===== src/rtl/mips_core_pkg.sv =====
// mips_core_pkg: shared core types, including active-list entry and FSM encodings.
package mips_core_pkg;
  typedef logic [5:0] PhysReg;
  localparam int ACTIVE_LIST_DEPTH = 32;
  typedef logic [$clog2(ACTIVE_LIST_DEPTH)-1:0] ActiveListTag;
  typedef struct packed {
    logic       valid;
    logic       done;
    logic [4:0] logical_reg;
    PhysReg     prev_preg;
    PhysReg     new_preg;
  } ActiveListEntry;
  typedef enum logic {AL_IDLE, AL_ROLLBACK} ActiveListState;
endpackage


===== src/rtl/active_list.sv =====
// active_list: in-order retire buffer with serial youngest-first rollback on flush.
module active_list
  import mips_core_pkg::*;
#(
  parameter int DEPTH = ACTIVE_LIST_DEPTH,
  localparam int TW = $clog2(DEPTH)
) (
  input  logic          clk,
  input  logic          rst_n,
  input  logic          alloc_valid,
  output logic          alloc_ready,
  input  logic [4:0]    alloc_logical_reg,
  input  logic [5:0]    alloc_prev_preg,
  input  logic [5:0]    alloc_new_preg,
  output logic [TW-1:0] alloc_tag,
  input  logic          complete_valid,
  input  logic [TW-1:0] complete_tag,
  output logic          free_valid,
  output logic [5:0]    free_register,
  input  logic          flush,
  output logic          rollback_valid,
  output logic [4:0]    rollback_logical_reg,
  output logic [5:0]    rollback_prev_preg,
  output logic [5:0]    rollback_new_preg,
  output logic          rollback_done
);
  ActiveListState state, state_next;
  ActiveListEntry mem [DEPTH];
  logic [TW:0]   head, tail;
  logic [TW-1:0] head_idx, tail_idx, last_idx;
  logic          empty, full, do_alloc;
  assign head_idx = head[TW-1:0];
  assign tail_idx = tail[TW-1:0];
  assign last_idx = tail_idx - 1'b1;
  assign empty    = head == tail;
  assign full     = (head_idx == tail_idx) && (head[TW] != tail[TW]);
  assign do_alloc = alloc_valid && alloc_ready;
  assign alloc_tag = tail_idx;
  assign free_register = mem[head_idx].prev_preg;
  always_comb begin
    alloc_ready    = state == AL_IDLE && !full && !flush;
    free_valid     = state == AL_IDLE && !empty && mem[head_idx].done && !flush;
    rollback_valid = state == AL_ROLLBACK && !empty;
    rollback_done  = state == AL_ROLLBACK && empty;
    rollback_logical_reg = rollback_valid ? mem[last_idx].logical_reg : '0;
    rollback_prev_preg   = rollback_valid ? mem[last_idx].prev_preg : '0;
    rollback_new_preg    = rollback_valid ? mem[last_idx].new_preg : '0;
    state_next = state == AL_IDLE ? (flush ? AL_ROLLBACK : AL_IDLE)
                                  : (empty ? AL_IDLE : AL_ROLLBACK);
  end
  always_ff @(posedge clk or negedge rst_n) begin
    if (!rst_n) state <= AL_IDLE;
    else state <= state_next;
  end
  // Squash/retire clears are ordered after complete so a same-cycle complete cannot revive an entry.
  always_ff @(posedge clk or negedge rst_n) begin
    if (!rst_n) begin
      head <= '0;
      tail <= '0;
      for (int i = 0; i < DEPTH; i++) mem[i] <= '0;
    end else begin
      if (complete_valid && mem[complete_tag].valid) mem[complete_tag].done <= 1'b1;
      if (do_alloc) begin
        mem[tail_idx] <= '{valid: 1'b1, done: 1'b0, logical_reg: alloc_logical_reg,
                           prev_preg: alloc_prev_preg, new_preg: alloc_new_preg};
        tail <= tail + 1'b1;
      end
      if (free_valid) begin
        mem[head_idx].valid <= 1'b0;
        mem[head_idx].done  <= 1'b0;
        head <= head + 1'b1;
      end
      if (rollback_valid) begin
        mem[last_idx].valid <= 1'b0;
        mem[last_idx].done  <= 1'b0;
        tail <= tail - 1'b1;
      end
    end
  end
endmodule


===== config.mk =====
export PLATFORM = sky130hd
export DESIGN_NAME = active_list
export DESIGN_NICKNAME = d
export VERILOG_FILES = /design/src/rtl/mips_core_pkg.sv /design/src/rtl/active_list.sv
export SDC_FILE = /design/constraint.sdc
export NUM_CORES = 1
export LEC_CHECK = 0
export BUFFER_PORTS_ARGS = -buffer_cell sky130_fd_sc_hd__buf_2
export CAP_MARGIN = 10
export CORE_MARGIN = 8
export CORE_UTILIZATION = 43
export DETAILED_ROUTE_END_ITERATION = 16
export GPL_TIMING_DRIVEN = 0
export PLACE_DENSITY_LB_ADDON = 0.25
export SETUP_SLACK_MARGIN = 0.2
export SYNTH_ARGS = -nofsm -noshare
export SYNTH_HDL_FRONTEND = slang
export SYNTH_SLANG_ARGS = --single-unit

===== constraint.sdc =====
create_clock -name clk -period 8.45 [get_ports clk]
set_clock_uncertainty 0.05 [all_clocks]
set_input_delay 0.4225 -clock clk [delete_from_list [all_inputs] [get_ports clk]]
set_output_delay 0.4225 -clock clk [all_outputs]
set_load 0.02 [all_outputs]

==> results of run 1 <==
through the flow:
| step | hold WS (ns) | area [um^2] | setup TNS (ns) | power [mW] | utilization |
|---|---|---|---|---|---|
| after floorplan | 0.0769 | 30900 | 0 | 5.73 | - |
| final | 0.0304 | 35200 | 0 | 10.4 | 0.493 |
| after global routing | 0.0184 | 35200 | 0 | 10.7 | 0.493 |
| after detailed placement | 0.399 | 32900 | 0 | 7.33 | 0.460 |
| after global placement | 0.394 | 32400 | -3468.84 | 7.28 | 0.454 |
| after CTS | 0.00526 | 35100 | 0 | 10.4 | 0.492 |
cell type report:
| class | count | area (um^2) |
|---|---|---|
| fillers | 6264 | 36200 |
| flip-flops and latches | 621 | 15500 |
| multi-input cells | 1399 | 14300 |
| clock buffers | 96 | 1970 |
| well taps | 950 | 1190 |
| plain buffers | 202 | 976 |
| repair buffers | 78 | 773 |
| clock inverters | 20 | 292 |
| inverters | 38 | 143 |
| diodes | 2 | 5.00 |
synth_stat cells (all sizes together), types with 30 or more instances:
master,instances
o22ai,30
nor3,30
inv,38
mux4,191
mux2,497
nand2,204
o21ai,31
dfrtp,621
buf,96
nor2,94
clkbuf,106
a21oi,33
path summary, 6_finish.rpt:
check / start / endpoint / slack [ns] / cells after the start
min in group asynchronous: rst_n / head[4] / 0.30 / 2
setup reg to reg: tail[0] / flop / 2.28 / 13
setup / recovery: tail[0] / rollback_prev_preg[5] / 0.87 / 15
max in group asynchronous: rst_n / asynchronous set/reset pin / 6.06 / 5
hold / removal: alloc_prev_preg[5] / flop / 0.03 / 2
hold reg to reg: flop / flop / 0.41 / 2
kinds of logic after synthesis:
kind of cell	Yosys count	synth area share
buf+inv	240	0.0362
xor+xnor	19	0.00623
flops	621	0.502
mux	711	0.328
fa+ha+maj	11	0.00445
compound gates	220	0.0522
simple gates	438	0.0710
routing by layer:
layer | wire length [um] | global-route usage
met1 | 44100 | 0.362
met4 | 7120 | 0.154
met5 | 0 | 0
met3 | 10500 | 0.0657
met2 | 50100 | 0.417
repair_timing:
item                                    4_1_cts  5_1_grt
endpoints found under the hold margin        77        0
endpoints found under the setup margin        0        0
hold buffers                                  1        0
power by group through the flow:
stage | logic [mW] | clock network [mW] | registers [mW]
after floorplan | 2.30 | 0 | 3.43
after global placement | 3.80 | 0 | 3.48
after detailed placement | 3.84 | 0 | 3.49
after CTS | 3.85 | 3.10 | 3.44
after global routing | 4.04 | 3.22 | 3.48
final | 3.89 | 3.06 | 3.45
==> metrics.yaml, run 1 <==
timing:
  hold_violations: 0
  max_freq_mhz: 132
  rsz0062_at_grt: "false"
  slew_violations: 0
  finalSetupViolations: 0
  period_share: 0.897
  period_needed_ns: 7.58
  worst_slack_ns: 0.873
  tightest_slew_ns: 1.33
  relSlewSlack: 0.112
yosys:
  ys_warn_count: 0
  synth_top_area_frac: 0.502
  synth-edff-count: 0
  yosysUniqueCellTypes: 72
  syn_area_um2: 30900
  synth_flop_cell: "dfrtp_1"
  synth_nets: 2298
  synthTopCellsByArea: "dfrtp_1, mux2_2, mux4_2, nand2_1, clkbuf_1"
  ys_ff_latch: 621
  synth.largest_area_cell: "dfrtp_1"
  synthCells: 2260
  synth-seq-area-share: 0.502
  postSynthAreaPerCell_um2: 13.7
  synthArstFlopShare: 1.00
die:
  num_rows: 98
  io_pins: 59
  fp.dieW_um: 284
  design.die.area_um2: 80800
  die_h_um: 284
  core_um2: 71400
  initial_utilization: 0.433
hold_path:
  hp-class: "in -> reg"
power_and_ir_drop:
  pwr-share-comb: 0.374
  power.leakage_nw: 16.5
  p_seq_frac: 0.331
  clkPwrFrac: 0.295
  intPower_mw: 6.33
  p_per_area_nw_per_um2: 296
  ir_worst_vdd_mv: 0.216
  switchingPower_mw: 4.07
  p_sw_frac: 0.391
setup_path:
  cp-end-kind: "output pin"
  critical_path_required_ns: 7.98
  slowest_stage: "nand3_1"
  arrival_ns: 7.10
  cp_top_family: "buffers and inverters"
  cp_cell_sequence: "buf_4 > buf_4 > buf_2 > buf_2 > inv_1 > ha_1 > buf_2 > nand2b_1 > buf_2 > nand2_1 > nand3_1 > clkbuf_1 > o21ai_0 > nor4_1 > buf_2"
  crit_path_start_kind: "flop"
  worst-path-buf-inv: 9
  crit_fanout: 10
  critical_path.most_common_cell: "buf_2"
  max_stage_delay_ns: 0.85
  path_class: "reg -> out"
finish:
  mostFrequentLayoutCell: "dfrtp_1"
  nNetsFinal: 2447
  mostFrequentLayoutCells: "dfrtp_1, mux2_2, nand2_1"
  drive_above_1_share: 0.402
  area_growth_pct: 13.8
  stdcell_count: 3406
detailed_routing:
  wl_um: 112000
  num_vias: 21800
  dr.pass1.iters: 7
  drtIter0Drc: 2559
  drtAntennaViolNets: 0
  routedWlPerCell_um: 32.9
  drc: 0
  vias_per_cell: 6.41
placed_design:
  dp_cells: 3284
  io_buffers: 55
  dp_slack_ns: 1.68
  dpl.hpwl_um: 79500
  gp_congestion: 0.932
status:
  status: "finished, final reports clean"
clock_network:
  clk_pin_slew_ns: 0.06
  clkSinkCount: 621
  cts_tree: "yes"
  clk_latency_ns: 0.63
  cts_resized: 0
  root_buffer: "clkbuf_16"
  post_cts_buffers: 0
  cts_buffers: 69
  cts_max_level: 3
  clockBufferDepth: 3
grt:
  first_global_vias: 22600
  grt_first_pass_wirelength_um: 162000
  antenna_found_initial: 6
  grt_overflow: 0
  grt.total_usage: 0.275
  grt_max_degree: 126
flow_run:
  drv_cap: 0
Power figures use the tool's default switching activity.
==> run 2: changes to the inputs <==
Settings changed: MAX_ROUTING_LAYER set to met4.
==> metrics.yaml, run 2 (synthesized netlist as in run 1, its figures left out) <==
timing:
  tightest_slew_ns: 1.31  # was 1.33 ns
  period_share: 0.884  # was 0.897
  hold_violations: 0  # unchanged
  slew_violations: 0  # unchanged
  rsz0062_at_grt: "false"  # unchanged
  period_needed_ns: 7.47  # was 7.58 ns
  finalSetupViolations: 0  # unchanged
  relSlewSlack: 0.129  # was 0.112
  max_freq_mhz: 134  # was 132 MHz
setup_path:
  arrival_ns: 7.00  # was 7.10 ns
  reg2regPathDepth: 13  # unchanged
  crit_fanout: 10  # unchanged
  path_class: "reg -> out"  # unchanged
  reg2reg_from: "tail[0]"  # unchanged
  cp-end-kind: "output pin"  # unchanged
  crit_path_start_kind: "flop"  # unchanged
  critical_path_required_ns: 7.98  # about the same
  rrSetupSlack_ns: 2.31  # was 2.28 ns
finish:
  final_util: 0.493  # about the same
  mostFrequentLayoutCells: "dfrtp_1, mux2_2, nand2_1"  # unchanged
  area_growth_pct: 13.7  # was 13.8%
  nNetsFinal: 2447  # unchanged
  drive_above_1_share: 0.403  # was 0.402
  mostFrequentLayoutCell: "dfrtp_1"  # unchanged
  stdcell_count: 3410  # was 3406
power_and_ir_drop:
  p_seq_frac: 0.332  # was 0.331
  ir_worst_vdd_mv: 0.277  # was 0.216 mV
  switchingPower_mw: 4.10  # was 4.07 mW
  pwr-share-comb: 0.377  # was 0.374
  clkPwrFrac: 0.291  # was 0.295
  p_total_mw: 10.4  # about the same
  p_sw_frac: 0.395  # was 0.391
  p_per_area_nw_per_um2: 296  # about the same
  power.leakage_nw: 16.4  # was 16.5 nW
  intPower_mw: 6.30  # was 6.33 mW
detailed_routing:
  dr.pass1.iters: 5  # was 7
  drtAntennaViolNets: 0  # unchanged
  routedWlPerCell_um: 33.4  # was 32.9 um
  drc: 0  # unchanged
  wl_um: 114000  # was 112000 um
  vias_per_cell: 6.46  # was 6.41
  drtIter0Drc: 2785  # was 2559
  num_vias: 22000  # was 21800
die:
  fp.dieW_um: 284  # unchanged
  num_rows: 98  # unchanged
  die_h_um: 284  # unchanged
  core_um2: 71400  # unchanged
  initial_utilization: 0.433  # unchanged
  design.die.area_um2: 80800  # unchanged
  io_pins: 59  # unchanged
clock_network:
  cts_max_level: 3  # unchanged
  clockBufferDepth: 3  # unchanged
  root_buffer: "clkbuf_16"  # unchanged
  clk_pin_slew_ns: 0.06  # about the same
  cts_tree: "yes"  # unchanged
  clk_latency_ns: 0.62  # was 0.63 ns
  post_cts_buffers: 0  # unchanged
  cts_buffers: 68  # was 69
  clkSinkCount: 621  # unchanged
hold_path:
  hp-start: "alloc_new_preg[5]"  # was alloc_prev_preg[5]
  hp-class: "in -> reg"  # unchanged
  holdPathStages: 2  # unchanged
placed_design:
  dpl.hpwl_um: 80800  # was 79500 um
  gp_congestion: 0.952  # was 0.932
  io_buffers: 55  # unchanged
  dp_cells: 3284  # unchanged
grt:
  grt_overflow: 0  # unchanged
  antenna_found_initial: 3  # was 6
  grt.total_usage: 0.287  # was 0.275
  first_global_vias: 22900  # was 22600
  grt_first_pass_wirelength_um: 165000  # was 162000 um
  grt_max_degree: 126  # unchanged
flow_run:
  drv_cap: 0  # unchanged
status:
  status: "finished, final reports clean"  # unchanged
[run 2: cell types whose count changed in the layout (fill, tap and decap cells not counted), sizes merged]
cell	before	now
diode	2	3
inv	43	40
bufinv	5	4
buf	173	174
clkinv	9	12
clkbuf	202	204
clkinvlp	1	2
[run 2: layer usage]
layer	track usage	wire length [um]	part of all wire
met1	0.370	45900	0.40
met2	0.432	52000	0.46
met3	0.0578	9390	0.082
met4	0.141	6770	0.059
met5	-	0	0
[run 2: per-stage QoR]
step	hold slack, ns	setup slack (ns)	instance area [um^2]	setup TNS [ns]
2_1_floorplan	0.0769	4.20	30900	0
3_3_place_gp	0.395	-5.70	32400	-3477.25
3_5_place_dp	0.325	1.81	32900	0
4_1_cts	0.0321	1.13	35100	0
5_1_grt	0.0342	0.803	35200	0
6_report	0.0412	0.979	35200	0
[run 2: critical path, cell delays in order (launching register included)]
cell and delay [ns]:
dfrtp_1 0.46, buf_4 0.26, buf_4 0.28, buf_2 0.44, buf_2 0.63, inv_1 0.27
ha_1 0.27, buf_2 0.17, nand2b_1 0.08, buf_2 0.28, nand2_1 0.46, nand3_1 0.82
clkbuf_1 0.58, o21ai_0 0.26, nor4_1 0.79, buf_2 0.31
[run 2: area by class of cell]
type	instances	area [um^2]
fillers	6229	36200
flip-flops and latches	621	15500
multi-input cells	1399	14300
clock buffers	98	1980
well taps	950	1190
plain buffers	202	976
repair buffers	79	776
clock inverters	20	246
inverters	38	143
diodes	3	7.51
[run 2: power groups by stage]
stage | clock network (mW) | logic (mW) | registers (mW)
detailed placement | 0 | 3.85 | 3.50
global placement | 0 | 3.80 | 3.48
CTS | 3.05 | 3.87 | 3.45
global route | 3.17 | 4.06 | 3.48
finish | 3.03 | 3.92 | 3.45
floorplan | 0 | 2.30 | 3.43
[run 2: worst max-delay path by stage]
stage / depth (start not counted) / slack, ns / endpoint / from
finish: 15 / 0.98 / rollback_prev_preg[5] / tail[0]
detailed placement: 15 / 1.81 / rollback_prev_preg[5] / tail[0]
floorplan: 14 / 4.20 / rollback_logical_reg[3] / tail[0]
global placement: 1 / -5.70 / asynchronous set/reset pin / rst_n
global route: 15 / 0.80 / rollback_prev_preg[5] / tail[0]
CTS: 15 / 1.13 / rollback_prev_preg[5] / tail[0]
[run 2: what timing repair did]
item                                   CTS  global route
endpoints found under the hold margin   54             0
hold buffers                             1             0
resized for setup                        0             0
setup endpoints to repair                0             0
